File: src/rtl/umi_arb_pkg.sv
// rtl/umi_arb_pkg.sv - shared constants and helpers for the UMI round-robin arbiter
//
// Purpose: limits and an elaboration-time ceil(log2) used to size index and
//          counter fields in umi_rr_arbiter and umi_rr_pick.
// Contents:
//   UMI_ARB_NMAX  largest supported number of requester ports
//   clog2(v)      ceil(log2(v)), never less than 1 so a field is at least 1 bit

package umi_arb_pkg;

    localparam int UMI_ARB_NMAX = 16;

    function automatic int clog2(input int v);
        int r;
        r = 0;
        for (int i = 0; i < 32; i++) begin
            if ((1 << r) < v) begin
                r = r + 1;
            end
        end
        return (r < 1) ? 1 : r;
    endfunction

endpackage

File: src/rtl/umi_rr_pick.sv
// rtl/umi_rr_pick.sv - combinational rotating priority picker
//
// Purpose: finds the first set request at or after index start, wrapping at N-1 -> 0.
//          Requests are rotated so start lands at position 0, priority-encoded
//          lowest-first, and the winner is rotated back to its true index.
// Ports:
//   req    in   N    request vector
//   start  in   IW   index given highest priority (must be < N)
//   gnt    out  N    one-hot winner, zero when no request
//   index  out  IW   winner index, zero when no request
//   any    out  1    at least one request present

module umi_rr_pick
    import umi_arb_pkg::*;
#(
    parameter int N  = 4,
    parameter int IW = clog2(N)
) (
    input  logic [N-1:0]  req,
    input  logic [IW-1:0] start,
    output logic [N-1:0]  gnt,
    output logic [IW-1:0] index,
    output logic          any
);

    function automatic int wrap_add(input int base, input int k);
        int s;
        s = base + k;
        return (s >= N) ? s - N : s;
    endfunction

    logic [N-1:0] rot;

    always_comb begin
        rot = '0;
        for (int k = 0; k < N; k++) begin
            rot[k] = req[wrap_add(int'(start), k)];
        end
    end

    assign any = |rot;

    // Walk from the lowest priority upward so the last hit (lowest k) wins.
    always_comb begin
        gnt   = '0;
        index = '0;
        for (int k = N - 1; k >= 0; k--) begin
            if (rot[k]) begin
                gnt                            = '0;
                gnt[wrap_add(int'(start), k)]  = 1'b1;
                index                          = IW'(wrap_add(int'(start), k));
            end
        end
    end

endmodule

File: src/rtl/umi_rr_arbiter.sv
// rtl/umi_rr_arbiter.sv - N-to-1 round-robin UMI packet arbiter with registered output
//
// Purpose: shares one valid/ready UMI packet port between N requesters. Round-robin
//          with an optional burst allowance: the current owner may take up to BURST
//          consecutive grants while it stays valid. One registered output stage gives
//          1-cycle latency at 1 packet/cycle; out_ready reaches in_ready combinationally.
// Optional feature: define UMI_ARB_STATS_EN to add saturating per-requester grant
//          counters and the stat_clear / stat_grant_cnt ports.
// Ports:
//   clk             in   1     clock
//   nreset          in   1     asynchronous active-low reset
//   in_valid        in   N     requester i has a packet
//   in_packet       in   N*UW  requester i packet at [i*UW +: UW]
//   in_ready        out  N     requester i packet accepted this cycle
//   out_valid       out  1     output register holds a packet
//   out_packet      out  UW    output packet
//   out_ready       in   1     downstream accepts out_packet
//   stat_clear      in   1     clear all grant counters (UMI_ARB_STATS_EN)
//   stat_grant_cnt  out  N*CW  per-requester grant counts (UMI_ARB_STATS_EN)

module umi_rr_arbiter
    import umi_arb_pkg::*;
#(
    parameter int N     = 4,
    parameter int UW    = 256,
    parameter int BURST = 1,
    parameter int CW    = 16
) (
    input  logic            clk,
    input  logic            nreset,
    input  logic [N-1:0]    in_valid,
    input  logic [N*UW-1:0] in_packet,
    output logic [N-1:0]    in_ready,
    output logic            out_valid,
    output logic [UW-1:0]   out_packet,
    input  logic            out_ready
`ifdef UMI_ARB_STATS_EN
    ,
    input  logic            stat_clear,
    output logic [N*CW-1:0] stat_grant_cnt
`endif
);

    localparam int IW = clog2(N);
    localparam int BW = clog2(BURST + 1);

    // An out-of-range configuration leaves the arbiter permanently idle.
    localparam bit CFG_OK = (N >= 2) && (N <= UMI_ARB_NMAX) && (BURST >= 1) && (CW >= 1);

    logic            out_valid_q, out_valid_d;
    logic [UW-1:0]   out_packet_q, out_packet_d;
    logic [IW-1:0]   owner_q, owner_d;
    logic [BW-1:0]   burst_cnt_q, burst_cnt_d;

    logic            load_en;
    logic            keep;
    logic [IW-1:0]   pick_start;
    logic [N-1:0]    pick_gnt;
    logic [IW-1:0]   pick_idx;
    logic            pick_any;
    logic [N-1:0]    grant;
    logic [IW-1:0]   grant_idx;
    logic            grant_any;

    // nreset gates loading so in_ready is low for the whole reset window,
    // not just once the registers have cleared.
    assign load_en    = CFG_OK & nreset & (~out_valid_q | out_ready);
    assign keep       = in_valid[owner_q] & (int'(burst_cnt_q) < BURST);
    assign pick_start = (int'(owner_q) == N - 1) ? '0 : owner_q + IW'(1);

    umi_rr_pick #(
        .N  (N),
        .IW (IW)
    ) u_pick (
        .req   (in_valid),
        .start (pick_start),
        .gnt   (pick_gnt),
        .index (pick_idx),
        .any   (pick_any)
    );

    always_comb begin
        grant     = '0;
        grant_idx = owner_q;
        grant_any = 1'b0;
        if (load_en) begin
            if (keep) begin
                grant[owner_q] = 1'b1;
                grant_any      = 1'b1;
            end else if (pick_any) begin
                grant     = pick_gnt;
                grant_idx = pick_idx;
                grant_any = 1'b1;
            end
        end
    end

    assign in_ready = grant;

    always_comb begin
        out_valid_d  = out_valid_q;
        out_packet_d = out_packet_q;
        owner_d      = owner_q;
        burst_cnt_d  = burst_cnt_q;
        if (grant_any) begin
            out_valid_d  = 1'b1;
            out_packet_d = in_packet[grant_idx*UW +: UW];
            if (grant_idx == owner_q) begin
                // A lone owner re-picked by the search keeps being granted; the
                // count just stays pinned at BURST instead of overflowing.
                if (int'(burst_cnt_q) < BURST) begin
                    burst_cnt_d = burst_cnt_q + BW'(1);
                end
            end else begin
                owner_d     = grant_idx;
                burst_cnt_d = BW'(1);
            end
        end else if (out_valid_q & out_ready) begin
            out_valid_d = 1'b0;
        end
    end

    // Owner resets to N-1 so the first search starts at input 0.
    always_ff @(posedge clk or negedge nreset) begin
        if (!nreset) begin
            out_valid_q  <= 1'b0;
            out_packet_q <= '0;
            owner_q      <= IW'(N - 1);
            burst_cnt_q  <= BW'(BURST);
        end else begin
            out_valid_q  <= out_valid_d;
            out_packet_q <= out_packet_d;
            owner_q      <= owner_d;
            burst_cnt_q  <= burst_cnt_d;
        end
    end

    assign out_valid  = out_valid_q;
    assign out_packet = out_packet_q;

`ifdef UMI_ARB_STATS_EN
    logic [CW-1:0] cnt_q [N];
    logic [CW-1:0] cnt_d [N];

    always_comb begin
        for (int i = 0; i < N; i++) begin
            cnt_d[i] = cnt_q[i];
            if (stat_clear) begin
                cnt_d[i] = '0;
            end else if (in_valid[i] & in_ready[i] & ~(&cnt_q[i])) begin
                cnt_d[i] = cnt_q[i] + CW'(1);
            end
        end
    end

    always_ff @(posedge clk or negedge nreset) begin
        if (!nreset) begin
            for (int i = 0; i < N; i++) begin
                cnt_q[i] <= '0;
            end
        end else begin
            for (int i = 0; i < N; i++) begin
                cnt_q[i] <= cnt_d[i];
            end
        end
    end

    for (genvar g = 0; g < N; g++) begin : g_stat_pack
        assign stat_grant_cnt[g*CW +: CW] = cnt_q[g];
    end
`endif

endmodule
File: config.mk
export PLATFORM = sky130hd
export DESIGN_NAME = umi_rr_arbiter
export DESIGN_NICKNAME = d
export VERILOG_FILES = /design/src/rtl/umi_arb_pkg.sv /design/src/rtl/umi_rr_pick.sv /design/src/rtl/umi_rr_arbiter.sv
export SDC_FILE = /design/constraint.sdc
export NUM_CORES = 1
export LEC_CHECK = 0
export CORE_AREA = 2 2 509 511
export CTS_CLUSTER_SIZE = 30
export DETAILED_ROUTE_END_ITERATION = 8
export DIE_AREA = 0 0 511 513
export HOLD_SLACK_MARGIN = 0.12
export SETUP_SLACK_MARGIN = 0.5
export SLEW_MARGIN = 20
export SYNTH_ARGS = -nofsm -noshare
export SYNTH_HDL_FRONTEND = slang
export SYNTH_SLANG_ARGS = --single-unit
File: constraint.sdc
create_clock -name clk -period 5.6 [get_ports clk]
set_clock_uncertainty 0.2 [all_clocks]
set_input_delay 0.56 -clock clk [delete_from_list [all_inputs] [get_ports clk]]
set_output_delay 0.56 -clock clk [all_outputs]
set_load 0.02 [all_outputs]
== Yosys cells after proc, flatten, opt, wreduce, memory -nomap -nowiden ==
Cells that the tools add are included.
Word-level totals
  memory bits (writable): 0
  memory bits (read-only): 0
  register bits after elaboration: 260
  bits in latches: 0
  bits of input ports: 1031
  output and inout bits: 261
  memories: 0
Cells by class
  bitwise logic cells: 6
  shift operators: 1
  divide/modulo/power cells: 0
  multiply operators: 0
  $add $sub $neg: 9
  $lt $le $gt $ge: 15
  reductions and logical operators: 9
  mux-type cells: 50
  equality and inequality tests: 3
Operator list (number)
  indexed part select 1024 x 11 -> 256 bit: 1
  greater-or-equal comparator 32 x 1 -> 1 bit (second input constant): 4
  < comparator 32 x 4 -> 1 bit (second input constant): 4
  2-to-1 mux 32 bit: 4
  greater-or-equal comparator 32 x 4 -> 1 bit (second input constant): 3
  subtractor 32 x 4 -> 32 bit (second input constant): 3
  2-to-1 mux 4 bit: 7
  2-to-1 mux 1 bit: 21
  2-to-1 mux 2 bit: 8
  binary-select mux 1 bit (select 2 bit): 5
  demux 1 bit (select 2 bit): 5
  adder 2 x 2 -> 3 bit (second input constant): 2
  logical AND 1 bit: 5
  AND reduction 2 bit: 2
  OR reduction 4 bit: 1
  subtractor 2 x 3 -> 4 bit (second input constant): 1
  adder 2 x 1 -> 3 bit (second input constant): 1
  bitwise AND 1 bit: 3
  greater-or-equal comparator 2 x 3 -> 1 bit (second input constant): 1
  < comparator 2 x 3 -> 1 bit (second input constant): 1
  adder 2 x 1 -> 2 bit (second input constant): 1
  == test 2 x 1 -> 1 bit (second input constant): 1
  == test 2 bit: 1
  greater-or-equal comparator 2 x 1 -> 1 bit (second input constant): 1
  other kinds (6): 7

== Longest topological paths before layout ==
Gate-level depths: netlist of the first run.
  word-level depth: 18
  mapped depth: 13
  gate-level depth less buffers: 9

== Modules after synthesis ==
Synthesis of the first run repeated with hierarchy kept, for this count alone.
Second synthesis, totals
  cell total of the unflattened synthesis: 957
  area, all modules: 16415.7 um2
Modules (own cells, without submodules)
  umi_rr_arbiter: cells an instance 895, area an instance 15859.0 um2, instances 1
  umi_rr_pick: cells an instance 62, area an instance 556.8 um2, instances 1

== Worst setup path before layout of the first run ==
Ideal clock, no wire load.
  kind: register to output
  start point: reg owner_q[1]
  end point: out in_ready[2]
  cell stages (with the launch flop): 8
  data arrival time: 2708 ps
  required time: 4840 ps
  setup slack: 2132 ps
  cells stage by stage: dfstp_2 -> ha_1 -> or2_1 -> buf_2 -> mux4_2 -> nand2_1 -> o22ai_1 -> o41ai_1
Between the ends
  word-level cells in the longest chain between the ends: 16
  elaborated cells on any way between the ends: 66
  those cells by class: add/sub (8); order compare (14); eq/ne (1); mux (36); bitwise (1); reduce/logical (6)
Ends and longest elaborated chain
  start, declared: RTL line umi_rr_arbiter.sv:52  | logic [IW-1:0] owner_q, owner_d;
  start signal, assigned: RTL line umi_rr_arbiter.sv:128  | owner_q <= IW'(N - 1);
  start signal, assigned: RTL line umi_rr_arbiter.sv:133  | owner_q <= owner_d;
  adder 2 x 1 -> 2 bit / == test 2 x 1 -> 1 bit (equally long branches): RTL line umi_rr_arbiter.sv:69  | assign pick_start = (int'(owner_q) == N - 1) ? '0 : owner_q + IW'(1);
  2-to-1 mux 2 bit: RTL line umi_rr_arbiter.sv:69
  adder 2 x 2 -> 3 bit: RTL line umi_rr_pick.sv:28  | s = base + k;
  subtractor 32 x 4 -> 32 bit / greater-or-equal comparator 32 x 4 -> 1 bit (equally long branches): RTL line umi_rr_pick.sv:29  | return (s >= N) ? s - N : s;
  2-to-1 mux 32 bit
  greater-or-equal comparator 32 x 1 -> 1 bit (not written as such) / < comparator 32 x 4 -> 1 bit (equally long branches): RTL line umi_rr_pick.sv:50  | gnt[wrap_add(int'(start), k)] = 1'b1;
  logical AND 1 bit (not written as such): RTL line umi_rr_pick.sv:50
  2-to-1 mux 1 bit (not written as such): RTL line umi_rr_pick.sv:50
  demux 1 bit (select 2 bit)
  2-to-1 mux 4 bit (4 in a row): RTL line umi_rr_pick.sv:48  | if (rot[k]) begin
  2-to-1 mux 4 bit: RTL line umi_rr_arbiter.sv:90  | end else if (pick_any) begin
  2-to-1 mux 4 bit *: RTL line umi_rr_arbiter.sv:87  | if (keep) begin
  2-to-1 mux 4 bit *: RTL line umi_rr_arbiter.sv:86  | if (load_en) begin
  end, declared: RTL line umi_rr_arbiter.sv:33  | output logic [N-1:0] in_ready,
Mark *: on every way between the ends. The rest lies on a longest branch, timed or not. The select of a mux whose other input is x is not followed.

== Worst setup path after layout of the first run ==
  start point: reg owner_q[0]
  end point: reg out_packet_q[153], in the netlist out_packet[153]
Between the ends
  word-level cells in the longest chain between the ends: 16
  elaborated cells on any way between the ends: 45
  those cells by class: add/sub (8); order compare (4); eq/ne (1); shift (1); mux (29); bitwise (1); reduce/logical (1)
Ends and longest elaborated chain
  adder 2 x 1 -> 2 bit / == test 2 x 1 -> 1 bit (equally long branches): RTL line umi_rr_arbiter.sv:69
  2-to-1 mux 2 bit: RTL line umi_rr_arbiter.sv:69
  adder 2 x 2 -> 3 bit: RTL line umi_rr_pick.sv:28
  subtractor 32 x 4 -> 32 bit / greater-or-equal comparator 32 x 4 -> 1 bit (equally long branches): RTL line umi_rr_pick.sv:29
  2-to-1 mux 32 bit: RTL line umi_rr_pick.sv:29
  binary-select mux 1 bit (select 2 bit): RTL line umi_rr_pick.sv:37  | rot[k] = req[wrap_add(int'(start), k)];
  2-to-1 mux 1 bit (not written as such) (2 in a row): RTL line umi_rr_pick.sv:37
  2-to-1 mux 2 bit (4 in a row): RTL line umi_rr_pick.sv:48
  2-to-1 mux 2 bit: RTL line umi_rr_arbiter.sv:90
  2-to-1 mux 2 bit: RTL line umi_rr_arbiter.sv:87
  2-to-1 mux 2 bit: RTL line umi_rr_arbiter.sv:86
  indexed part select 1024 x 11 -> 256 bit: RTL line umi_rr_arbiter.sv:107  | out_packet_d = in_packet[grant_idx*UW +: UW];
  end signal, assigned: RTL line umi_rr_arbiter.sv:132  | out_packet_q <= out_packet_d;
  end, declared: RTL line umi_rr_arbiter.sv:51  | logic [UW-1:0] out_packet_q, out_packet_d;
Several ways; a longest one is shown, not always the timed one. The select of a mux whose other input is x is not followed.
A chain may end at the register's enable or synchronous reset.

==> out/metrics.cfg, run 1 <==
[run_status]
run_status=completed

[synthesis]
synth_top_cells_by_area=dfrtp_1 33%, a211oi_1 30%, a21o_1 9.9%
syn_area_um2=19500
async_reset_ff_share_pct=100
ys_types=51
synth_seq_area_share_pct=33.4
synth_edf_count=0
syn-num-nets=3217
synth_top_area_share_pct=33.0
syn-mean-instance-area_um2=8.94
synth_seq_cells=260
yosysWarnings=0
yosysTopAreaCell=dfrtp_1
synthCells=2181
synth_ff_type=dfrtp_1

[critical_path]
critical-path-top-delay-family=simple AND/OR/NAND/NOR gates
r2r_cells=9
cp.depth=9
cp_cell_sequence=inv_1 > ha_1 > or2_2 > nor4_1 > or4_4 > nand3_4 > buf_12 > a211oi_1 > a211oi_1
worstPathRequired_ps=5880
path_buf_inv=2
cp_common_cell=a211oi_1
cp_max_fo=53
cp-end-kind=flop
critPathArrivalTime_ps=5210
cpPeakStageDelay_ps=780
cpMaxStageDelayCell=or4_4
start_kind=flop
crit_type=flop to flop

[route]
wire_per_inst_um=35.6
first_iter_violations=2736
route.antenna.remaining_nets=0
wl_um=242000
via_per_inst=4.10
vias=27900
drc=0
drt-pass1-iter-count=6

[power_and_ir_drop]
seqPwrFrac_pct=17.6
switching_share_pct=53.3
p_int_mw=9.70
p_comb_share_pct=68.6
power_switching_mw=11.1
clkPwrFrac_pct=13.8
p_leak_nw=13.4
power_density_nw_per_um2=547
vdd_ir_drop_max_mv=0.259
power_mw=20.7

[sta]
tns_ps=0
rsz0062_at_grt=yes
drv_slew=0
setup_viol=0
max_slew.worst_pin.slew_ps=983
min_period_ps=4930
fmax_ghz=0.203
hold_viol_final=0
post-route-period-util_pct=88.0
slew_headroom_pct=34.3

[floorplanning]
die-area_um2=262000
rows=186
die_w_um=511
die_y_um=513
coreArea_um2=256000
start_util_pct=7.61
io_pins=1292

[hold_path]
hold_class=flop to flop
hold_depth=1

[cts]
cts_sinks=260
cts_tree=yes
insertion_delay_ps=650
cts_buffers=42
post_cts_buffers=0
clk_pin_slew_ps=60
clockBufferDepth=3
cts-root-buf=clkbuf_16
cts_htree_levels=2

[global_route]
antenna_found_initial=234
grt_first_pass_wirelength_um=305000
track_usage_pct=17.6
grt_pass1_vias=27100
grt_max_degree=128
grt-ovfl-total=0

[final_layout]
final_cell_area_um2=37900
layout-area-overhead-vs-synth_pct=94.6
fillCellCount=28900
seq_area_um2=6510
layout.nets=4349
multiInputGateArea_um2=11600
drive_above_1_share_pct=5.26

[placement]
io_buffer_count=1291
gp_congestion=1.01
dp_hpwl_um=204000
place_area_um2=36300

[run]
drv_cap=0

logic make-up after synthesis:
group	synth area share [%]
compound gates	49.2
buf+inv	7.18
flops	33.4
mux	0.591
fa+ha+maj	0.321
simple gates	9.32
sequential cells by signal, summed over array words and instances (netlist names):
register,count
burst_cnt_q,1
out_packet,256
out_valid,1
owner_q,2
synth_stat cells, types with 2 or more instances:
library cell and instances:
a211oi_1 774, o22ai_1 258, a21o_1 257, dfrtp_1 257, and3_1 256, buf_2 178, clkbuf_1 93, nor2_1 11
buf_4 10, nand2_1 8, mux2i_1 7, a21oi_1 6, buf_6 5, ha_1 5, inv_1 5, dfstp_2 3
nand2b_1 3, o21ai_0 3, or2_2 3, a31oi_1 2, mux2_2 2, nor3b_1 2, o21a_1 2, o22a_1 2
o22ai_2 2, o32ai_1 2
worst reg2reg max path, cell delays in order (launching register included):
cell and delay, ps:
dfstp_2 650, inv_1 120, ha_1 280, or2_2 350
nor4_1 480, or4_4 780, nand3_4 760, buf_12 460
a211oi_1 590, a211oi_1 100
per-stage QoR:
step | hold slack (ps) | worst slack [ps] | instances | utilization (%)
after detailed placement | 224 | 559 | 6651 | 14.2
after floorplan | 64.4 | 2130 | 2181 | -
after global routing | 320 | 436 | 6755 | 14.8
after global placement | 222 | 570 | 6651 | 14.2
final | 304 | 674 | 6803 | 14.8
after CTS | 282 | 583 | 6730 | 14.7
metal layers:
metal / global-route usage [%] / vias up / wire, µm
met5: 0 / - / 1080
met4: 5.92 / 162 / 9140
met3: 11.1 / 517 / 36500
met2: 25.8 / 2071 / 100000
met1: 20.8 / 13700 / 95000
li1: - / 11500 / -
power by group through the flow:
stage	Clock, mW	Combinational, mW	Sequential, mW
finish	2.86	14.2	3.66
global route	3.01	15.0	3.76
CTS	2.98	14.3	3.66
detailed placement	0	14.3	3.65
global placement	0	14.2	3.65
floorplan	0	5.99	4.54
final cells by class:
type,instances,share of cell area (%)
repair buffers,1376,36.8
inverters,5,0.0495
multi-input cells,1628,30.7
clock buffers,66,3.43
diodes,73,0.482
well taps,3384,11.2
clock inverters,11,0.261
flip-flops and latches,260,17.2
placed cells by master, fill, tap and decap left out, types with 9 or more instances in the layout:
master,synthesis,routed
clkbuf_16,0,43
o22ai_1,258,258
diode_2,0,73
clkbuf_8,0,14
a21o_1,257,256
buf_12,0,30
nor2_1,11,10
a211oi_1,774,774
dfrtp_1,257,257
and3_1,256,256
clkbuf_1,93,9
buf_4,10,55
clkdlybuf4s50_1,0,1286
worst paths after layout:
kind	from	to	slack, ps
max in group asynchronous	nreset	out_packet[222]$_DFFE_PN0P_	2760
hold / removal	burst_cnt_q$_DFFE_PN1P_	burst_cnt_q$_DFFE_PN1P_	300
setup / recovery	owner_q[0]$_DFFE_PN1P_	out_packet[153]$_DFFE_PN0P_	670
min in group asynchronous	nreset	out_packet[133]$_DFFE_PN0P_	490
hold reg to reg	burst_cnt_q$_DFFE_PN1P_	burst_cnt_q$_DFFE_PN1P_	300
setup reg to reg	owner_q[0]$_DFFE_PN1P_	out_packet[153]$_DFFE_PN0P_	670
repair_timing:
action,in CTS,in global routing
endpoints found under the hold margin,80,0
resized for setup,3,1
setup endpoints to repair,3,5
hold buffers,2,0
pin swaps,0,1
(Power assumes the default switching activity.)
==> run 2, diff against run 1 <==
CORE_AREA = 4 4 496 498   (was 2 2 509 511)
DIE_AREA = 0 0 500 502   (was 0 0 511 513)
==> run 2 against run 1 <==
  * Global-route usage grew 0.22 points
  * Cell area down 0.65%
  * Hold slack worse by 3.2 ps
  * Largest power group unchanged
  * Final cell count down 3.0%
  * Critical endpoint is now in_ready[0]
  * Critical path type is now flop to output pin
==> out/metrics.cfg, run 2 (synthesis gave the netlist of run 1 again) <==
[cts]
clockBufferDepth=3  ; unchanged
post_cts_buffers=0  ; unchanged
cts_buffers=43  ; was 42
cts-root-buf=clkbuf_16  ; unchanged
cts_tree=yes  ; unchanged
cts_sinks=260  ; unchanged
clk_pin_slew_ps=70  ; was 60 ps
insertion_delay_ps=650  ; about the same
cts_htree_levels=2  ; unchanged

[sta]
fmax_ghz=0.206  ; was 0.203 GHz
slew_headroom_pct=3.99  ; was 34.3%
min_period_ps=4850  ; was 4930 ps
post-route-period-util_pct=86.6  ; was 88.0%
tns_ps=0  ; unchanged
hold_viol_final=0  ; unchanged
drv_slew=0  ; unchanged
max_slew.worst_pin.slew_ps=1440  ; was 983 ps
rsz0062_at_grt=no  ; was yes
setup_viol=0  ; unchanged

[critical_path]
cp_max_fo=12  ; was 53
crit_path_end=in_ready[0]  ; was out_packet[153]$_DFFE_PN0P_
critPathArrivalTime_ps=4090  ; was 5210 ps
worstPathRequired_ps=4840  ; was 5880 ps
r2r_end=out_packet[35]$_DFFE_PN0P_  ; was out_packet[153]$_DFFE_PN0P_
r2r_setup_slack_ps=940  ; was 670 ps
crit_type=flop to output pin  ; was flop to flop
r2r_cells=11  ; was 9
cp-end-kind=output pin  ; was flop
r2r_start=owner_q[0]$_DFFE_PN1P_  ; unchanged
start_kind=flop  ; unchanged
crit_start=owner_q[0]$_DFFE_PN1P_  ; unchanged

[floorplanning]
coreArea_um2=242000  ; was 256000 µm²
rows=181  ; was 186
io_pins=1292  ; unchanged
die_w_um=500  ; was 511 µm
die_y_um=502  ; was 513 µm
start_util_pct=8.05  ; was 7.61%
die-area_um2=251000  ; was 262000 µm²

[route]
wire_per_inst_um=35.9  ; was 35.6 µm
wl_um=237000  ; was 242000 µm
drc=0  ; unchanged
route.antenna.remaining_nets=0  ; unchanged
via_per_inst=4.16  ; was 4.10
first_iter_violations=2677  ; was 2736
vias=27400  ; was 27900
drt-pass1-iter-count=8  ; was 6

[final_layout]
final_cell_area_um2=37700  ; was 37900 µm²
layout_commonest_cell=clkdlybuf4s50_1  ; unchanged
final_cell_mix=1288 x clkdlybuf4s50_1, 774 x a211oi_1, 258 x o22ai_1  ; was 1286 x clkdlybuf4s50_1, 774 x a211oi_1, 258 x o22ai_1
largest_reg_flops=256  ; unchanged
drive_above_1_share_pct=5.32  ; was 5.26%
layout.nets=4347  ; was 4349
layout-area-overhead-vs-synth_pct=93.3  ; was 94.6%

[placement]
io_buffer_count=1291  ; unchanged
gp_congestion=0.960  ; was 1.01
place_area_um2=36000  ; was 36300 µm²
dp_hpwl_um=197000  ; was 204000 µm

[power_and_ir_drop]
power_density_nw_per_um2=554  ; was 547 nW/µm²
vdd_ir_drop_max_mv=0.406  ; was 0.259 mV
p_leak_nw=13.4  ; about the same

[global_route]
track_usage_pct=17.9  ; was 17.6%
antenna_found_initial=228  ; was 234
grt_max_degree=129  ; was 128
grt_first_pass_wirelength_um=297000  ; was 305000 µm
grt-ovfl-total=0  ; unchanged
grt_pass1_vias=27300  ; was 27100

[run_status]
run_status=completed  ; unchanged

[hold_path]
hold_depth=1  ; unchanged
hold_class=flop to flop  ; unchanged

[run]
drv_cap=0  ; unchanged

run 2: changes by cell type in the layout (fill, tap and decap cells not counted), sizes merged, moves of 3 or more:
cell | before | now
bufinv | 1 | 4
clkinvlp | 3 | 6
clkbuf | 66 | 59
clkinv | 5 | 8
buf | 86 | 82
diode | 73 | 52
run 2: worst min-delay path by stage:
stage                                       end                    start  slack [ps]
global route            burst_cnt_q$_DFFE_PN1P_  burst_cnt_q$_DFFE_PN1P_         320
global placement    out_packet[252]$_DFFE_PN0P_                   nreset         220
floorplan             out_packet[0]$_DFFE_PN0P_                   nreset          60
detailed placement  out_packet[252]$_DFFE_PN0P_                   nreset         220
finish                  burst_cnt_q$_DFFE_PN1P_  burst_cnt_q$_DFFE_PN1P_         300
CTS                   out_packet[7]$_DFFE_PN0P_             in_packet[7]         290
run 2: timing repair:
item / 4_1_cts / 5_1_grt
hold endpoints to repair: 71 / 0
gates resized for setup: 2 / 4
hold buffers: 2 / 0
endpoints found under the setup margin: 2 / 3
run 2: worst max-delay path, cell delays in order, from the launching register on:
cell and delay [ps]:
dfstp_2 720, ha_1 370, or2_1 290, mux4_2 630, nand2_1 150, o22a_1 180, nand2_1 70, o32ai_2 340
clkdlybuf4s50_1 680
run 2: per-stage QoR:
step           instances  total power, mW  worst slack (ps)  hold WS [ps]  utilization, %
2_1_floorplan       2181             10.5              2130          64.4               -
3_3_place_gp        6466             17.9               947           221            14.9
3_5_place_dp        6466             17.9               928           222            14.9
4_1_cts             6546             21.1               525           287            15.5
5_1_grt             6575             21.9               580           322            15.5
6_report            6598             20.9               751           300            15.6
run 2: cell type report:
cell class / count / area [µm²]
fillers: 27300 / 204000
clock inverters: 19 / 229
diodes: 52 / 130
inverters: 5 / 18.8
well taps: 3202 / 4010
flip-flops and latches: 260 / 6510
repair buffers: 1373 / 13900
clock buffers: 59 / 1240
multi-input cells: 1628 / 11600
run 2: power by group:
part           switching [mW]  internal [mW]
clock                    1.26           1.73
combinational            9.07           5.19
sequential              0.729           2.88
run 2: layer usage:
metal  global-route usage (%)  vias to the layer above  wire length, µm
met5                        0                        -             1120
met4                     6.51                      168             9860
met3                     10.5                      507            33500
met2                     26.7                     1801            99700
met1                     21.0                    13500            92600
li1                         -                    11400                -
==> run 3, diff against run 2 <==
ABC_AREA = 1   (was unset)
CORE_AREA = 3 3 506 508   (was 4 4 496 498)
DIE_AREA = 0 0 509 511   (was 0 0 500 502)
clock period = 4.56 ns   (was 5.6 ns; I/O delays follow)
==> run 3 against run 2 <==
  * Via count increased by 0.18%
  * Global-route usage decreased by 2.9 points
  * Cell area decreased by 1.0%
  * Critical endpoint is now out_packet[157]$_DFFE_PN0P_
  * Largest cell class unchanged
==> out/metrics.cfg, run 3 <==
[run_status]
run_status=completed  ; unchanged

[critical_path]
start_kind=flop  ; unchanged
cp_max_fo=93  ; was 12
worstPathRequired_ps=4910  ; was 4840 ps
cp-end-kind=flop  ; was output pin
crit_type=flop to flop  ; was flop to output pin
critPathArrivalTime_ps=4250  ; was 4090 ps

[cts]
cts_sinks=260  ; unchanged
insertion_delay_ps=620  ; was 650 ps
cts_htree_levels=2  ; unchanged
cts_buffers=40  ; was 43
clockBufferDepth=3  ; unchanged
cts-root-buf=clkbuf_16  ; unchanged
cts_tree=yes  ; unchanged
clk_pin_slew_ps=60  ; was 70 ps

[hold_path]
hold_class=primary input to flop  ; was flop to flop

[floorplanning]
rows=184  ; was 181
die_y_um=511  ; was 502 µm
coreArea_um2=252000  ; was 242000 µm²
io_pins=1292  ; unchanged
die_w_um=509  ; was 500 µm
die-area_um2=260000  ; was 251000 µm²
start_util_pct=7.49  ; was 8.05%

[sta]
max_slew.worst_pin.slew_ps=959  ; was 1440 ps
post-route-period-util_pct=85.5
tns_ps=0  ; unchanged
min_period_ps=3900
fmax_ghz=0.256
rsz0062_at_grt=yes  ; was no
slew_headroom_pct=36.1  ; was 3.99%
setup_viol=0  ; unchanged
hold_viol_final=0  ; unchanged
drv_slew=0  ; unchanged

[placement]
gp_congestion=0.951  ; was 0.960
placed_cells=7441  ; was 6466
io_buffer_count=1291  ; unchanged
dp_hpwl_um=174000  ; was 197000 µm

[route]
via_per_inst=3.64  ; was 4.16
drc=0  ; unchanged
vias=27500  ; was 27400
route.antenna.remaining_nets=0  ; unchanged
first_iter_violations=2747  ; was 2677
wl_um=205000  ; was 237000 µm
wire_per_inst_um=27.1  ; was 35.9 µm
drt-pass1-iter-count=6  ; was 8

[final_layout]
layout.nets=5172  ; was 4347
fillCellCount=29100  ; was 27300
layout-area-overhead-vs-synth_pct=97.8  ; was 93.3%
largest_reg_flops=256  ; unchanged
drive_above_1_share_pct=5.09  ; was 5.32%
fin_cells=7556  ; was 6598
layout_commonest_cell=nand3_1  ; was clkdlybuf4s50_1
final_cell_mix=1285 x nand3_1, 1283 x clkdlybuf4s50_1, 1064 x nand2_1  ; was 1288 x clkdlybuf4s50_1, 774 x a211oi_1, 258 x o22ai_1

[synthesis]
synth_seq_cells=260  ; unchanged
ys_types=30  ; was 51
synthCells=2972  ; was 2181
synth_edf_count=0  ; unchanged
synth_top_cells_by_area=nand3_1 34%, dfrtp_1 34%, nand2_1 21%  ; was dfrtp_1 33%, a211oi_1 30%, a21o_1 9.9%
synth_seq_area_share_pct=34.5  ; was 33.4%
syn-num-nets=4008  ; was 3217
async_reset_ff_share_pct=100  ; unchanged
syn-mean-instance-area_um2=6.34  ; was 8.94 µm²
synth.most_common_cell=nand3_1  ; was a211oi_1
synth_ff_type=dfrtp_1  ; unchanged
yosysWarnings=0  ; unchanged
synth_top_area_share_pct=34.2  ; was 33.0%
yosysTopAreaCell=nand3_1  ; was dfrtp_1
yosys-top-cells-count=1290 x nand3_1, 1065 x nand2_1, 257 x dfrtp_1  ; was 774 x a211oi_1, 258 x o22ai_1, 257 x a21o_1, 257 x dfrtp_1, 256 x and3_1
syn_area_um2=18900  ; was 19500 µm²

[global_route]
track_usage_pct=14.9  ; was 17.9%
grt-ovfl-total=0  ; unchanged
grt_first_pass_wirelength_um=258000  ; was 297000 µm
grt_max_degree=103  ; was 129
grt_pass1_vias=26200  ; was 27300
antenna_found_initial=160  ; was 228

[power_and_ir_drop]
power_density_nw_per_um2=783  ; was 554 nW/µm²
switching_share_pct=57.2  ; was 53.0%
clkPwrFrac_pct=11.5  ; was 14.3%
power_switching_mw=16.7  ; was 11.1 mW
p_int_mw=12.5  ; was 9.80 mW
vdd_ir_drop_max_mv=0.388  ; was 0.406 mV
seqPwrFrac_pct=14.6  ; was 17.3%
p_comb_share_pct=73.9  ; was 68.3%
p_leak_nw=15.3  ; was 13.4 nW

[run]
drv_cap=0  ; unchanged

[run 3: cell families (layout without fill, tap and decap cells)]
group,Yosys count,after routing,synth area share (%)
AO/OA/AOI/OAI,22,22,0.750
adder cells (fa/ha/maj),5,5,0.332
buffers and inverters,308,1497,8.15
flip-flops,260,260,34.5
other,0,47,0
AND/OR/NAND/NOR,2377,2377,56.2
[run 3: metrics by stage]
step,worst slack (ps),total power [mW],hold slack [ps],util [%],area (µm²)
2_1_floorplan,1860,15.1,-39.6,-,18900
3_3_place_gp,455,26.2,262,14.2,35800
3_5_place_dp,503,26.2,265,14.2,35800
4_1_cts,477,29.8,166,14.8,37100
5_1_grt,400,31.3,232,14.8,37200
6_report,660,29.2,261,14.8,37300
[run 3: final timing paths]
| check | slack, ps | cells past startpoint | endpoint | startpoint |
|---|---|---|---|---|
| worst max-delay path | 660 | 16 | out_packet[157]$_DFFE_PN0P_ | owner_q[0]$_DFFE_PN1P_ |
| worst min-delay path | 260 | 2 | out_valid$_DFFE_PN0P_ | out_ready |
| worst max register to register | 660 | 16 | out_packet[157]$_DFFE_PN0P_ | owner_q[0]$_DFFE_PN1P_ |
| worst min register to register | 280 | 2 | out_packet[148]$_DFFE_PN0P_ | out_packet[148]$_DFFE_PN0P_ |
| max in group asynchronous | 1730 | 5 | out_packet[162]$_DFFE_PN0P_ | nreset |
| min in group asynchronous | 300 | 3 | out_packet[78]$_DFFE_PN0P_ | nreset |
[run 3: final cells by class]
class	count	area, µm²	share of cell area [%]
clock buffer	51	1130	3.04
antenna	47	118	0.315
tap	3348	4190	11.2
sequential	260	6510	17.5
inverter	26	108	0.289
clock inverter	16	205	0.550
multi-input combinational	2404	10900	29.2
timing repair buffer	1404	14200	37.9
[run 3: per-layer routing]
layer / up-vias / track usage, % / wire length, µm / part of all wire (%)
met5: - / 0 / 676 / 0.33
met4: 100 / 4.71 / 7370 / 3.6
met3: 357 / 7.12 / 27000 / 13
met2: 1706 / 23.8 / 91000 / 44
met1: 12900 / 17.5 / 78600 / 38
li1: 12400 / - / - / -
[run 3: what timing repair did]
action                                  in CTS  in global routing
setup buffers                                0                  0
hold buffers                                 1                  0
endpoints found under the setup margin       6                 15
gates resized for setup                      4                 11
hold endpoints to repair                    66                  0
[run 3: critical path, cell delays in order (launching register included)]
cell and delay [ps]:
dfstp_2 700, inv_4 90, ha_1 250, nor2_1 200, nand3_1 110, nand2_1 130, nand3_2 110, nand2_2 170
inv_2 100, nand3_4 130, buf_12 190, buf_12 310, buf_4 290, nand3_1 100, nand3_1 300, nand3_1 170
nand2_1 100
[run 3: power by group through the flow]
| stage | sequential, mW | combinational, mW | clock [mW] |
|---|---|---|---|
| floorplan | 5.48 | 9.66 | 0 |
| global placement | 4.23 | 22.0 | 0 |
| detailed placement | 4.25 | 21.9 | 0 |
| CTS | 4.25 | 22.0 | 3.54 |
| global route | 4.38 | 23.3 | 3.58 |
| finish | 4.26 | 21.6 | 3.37 |
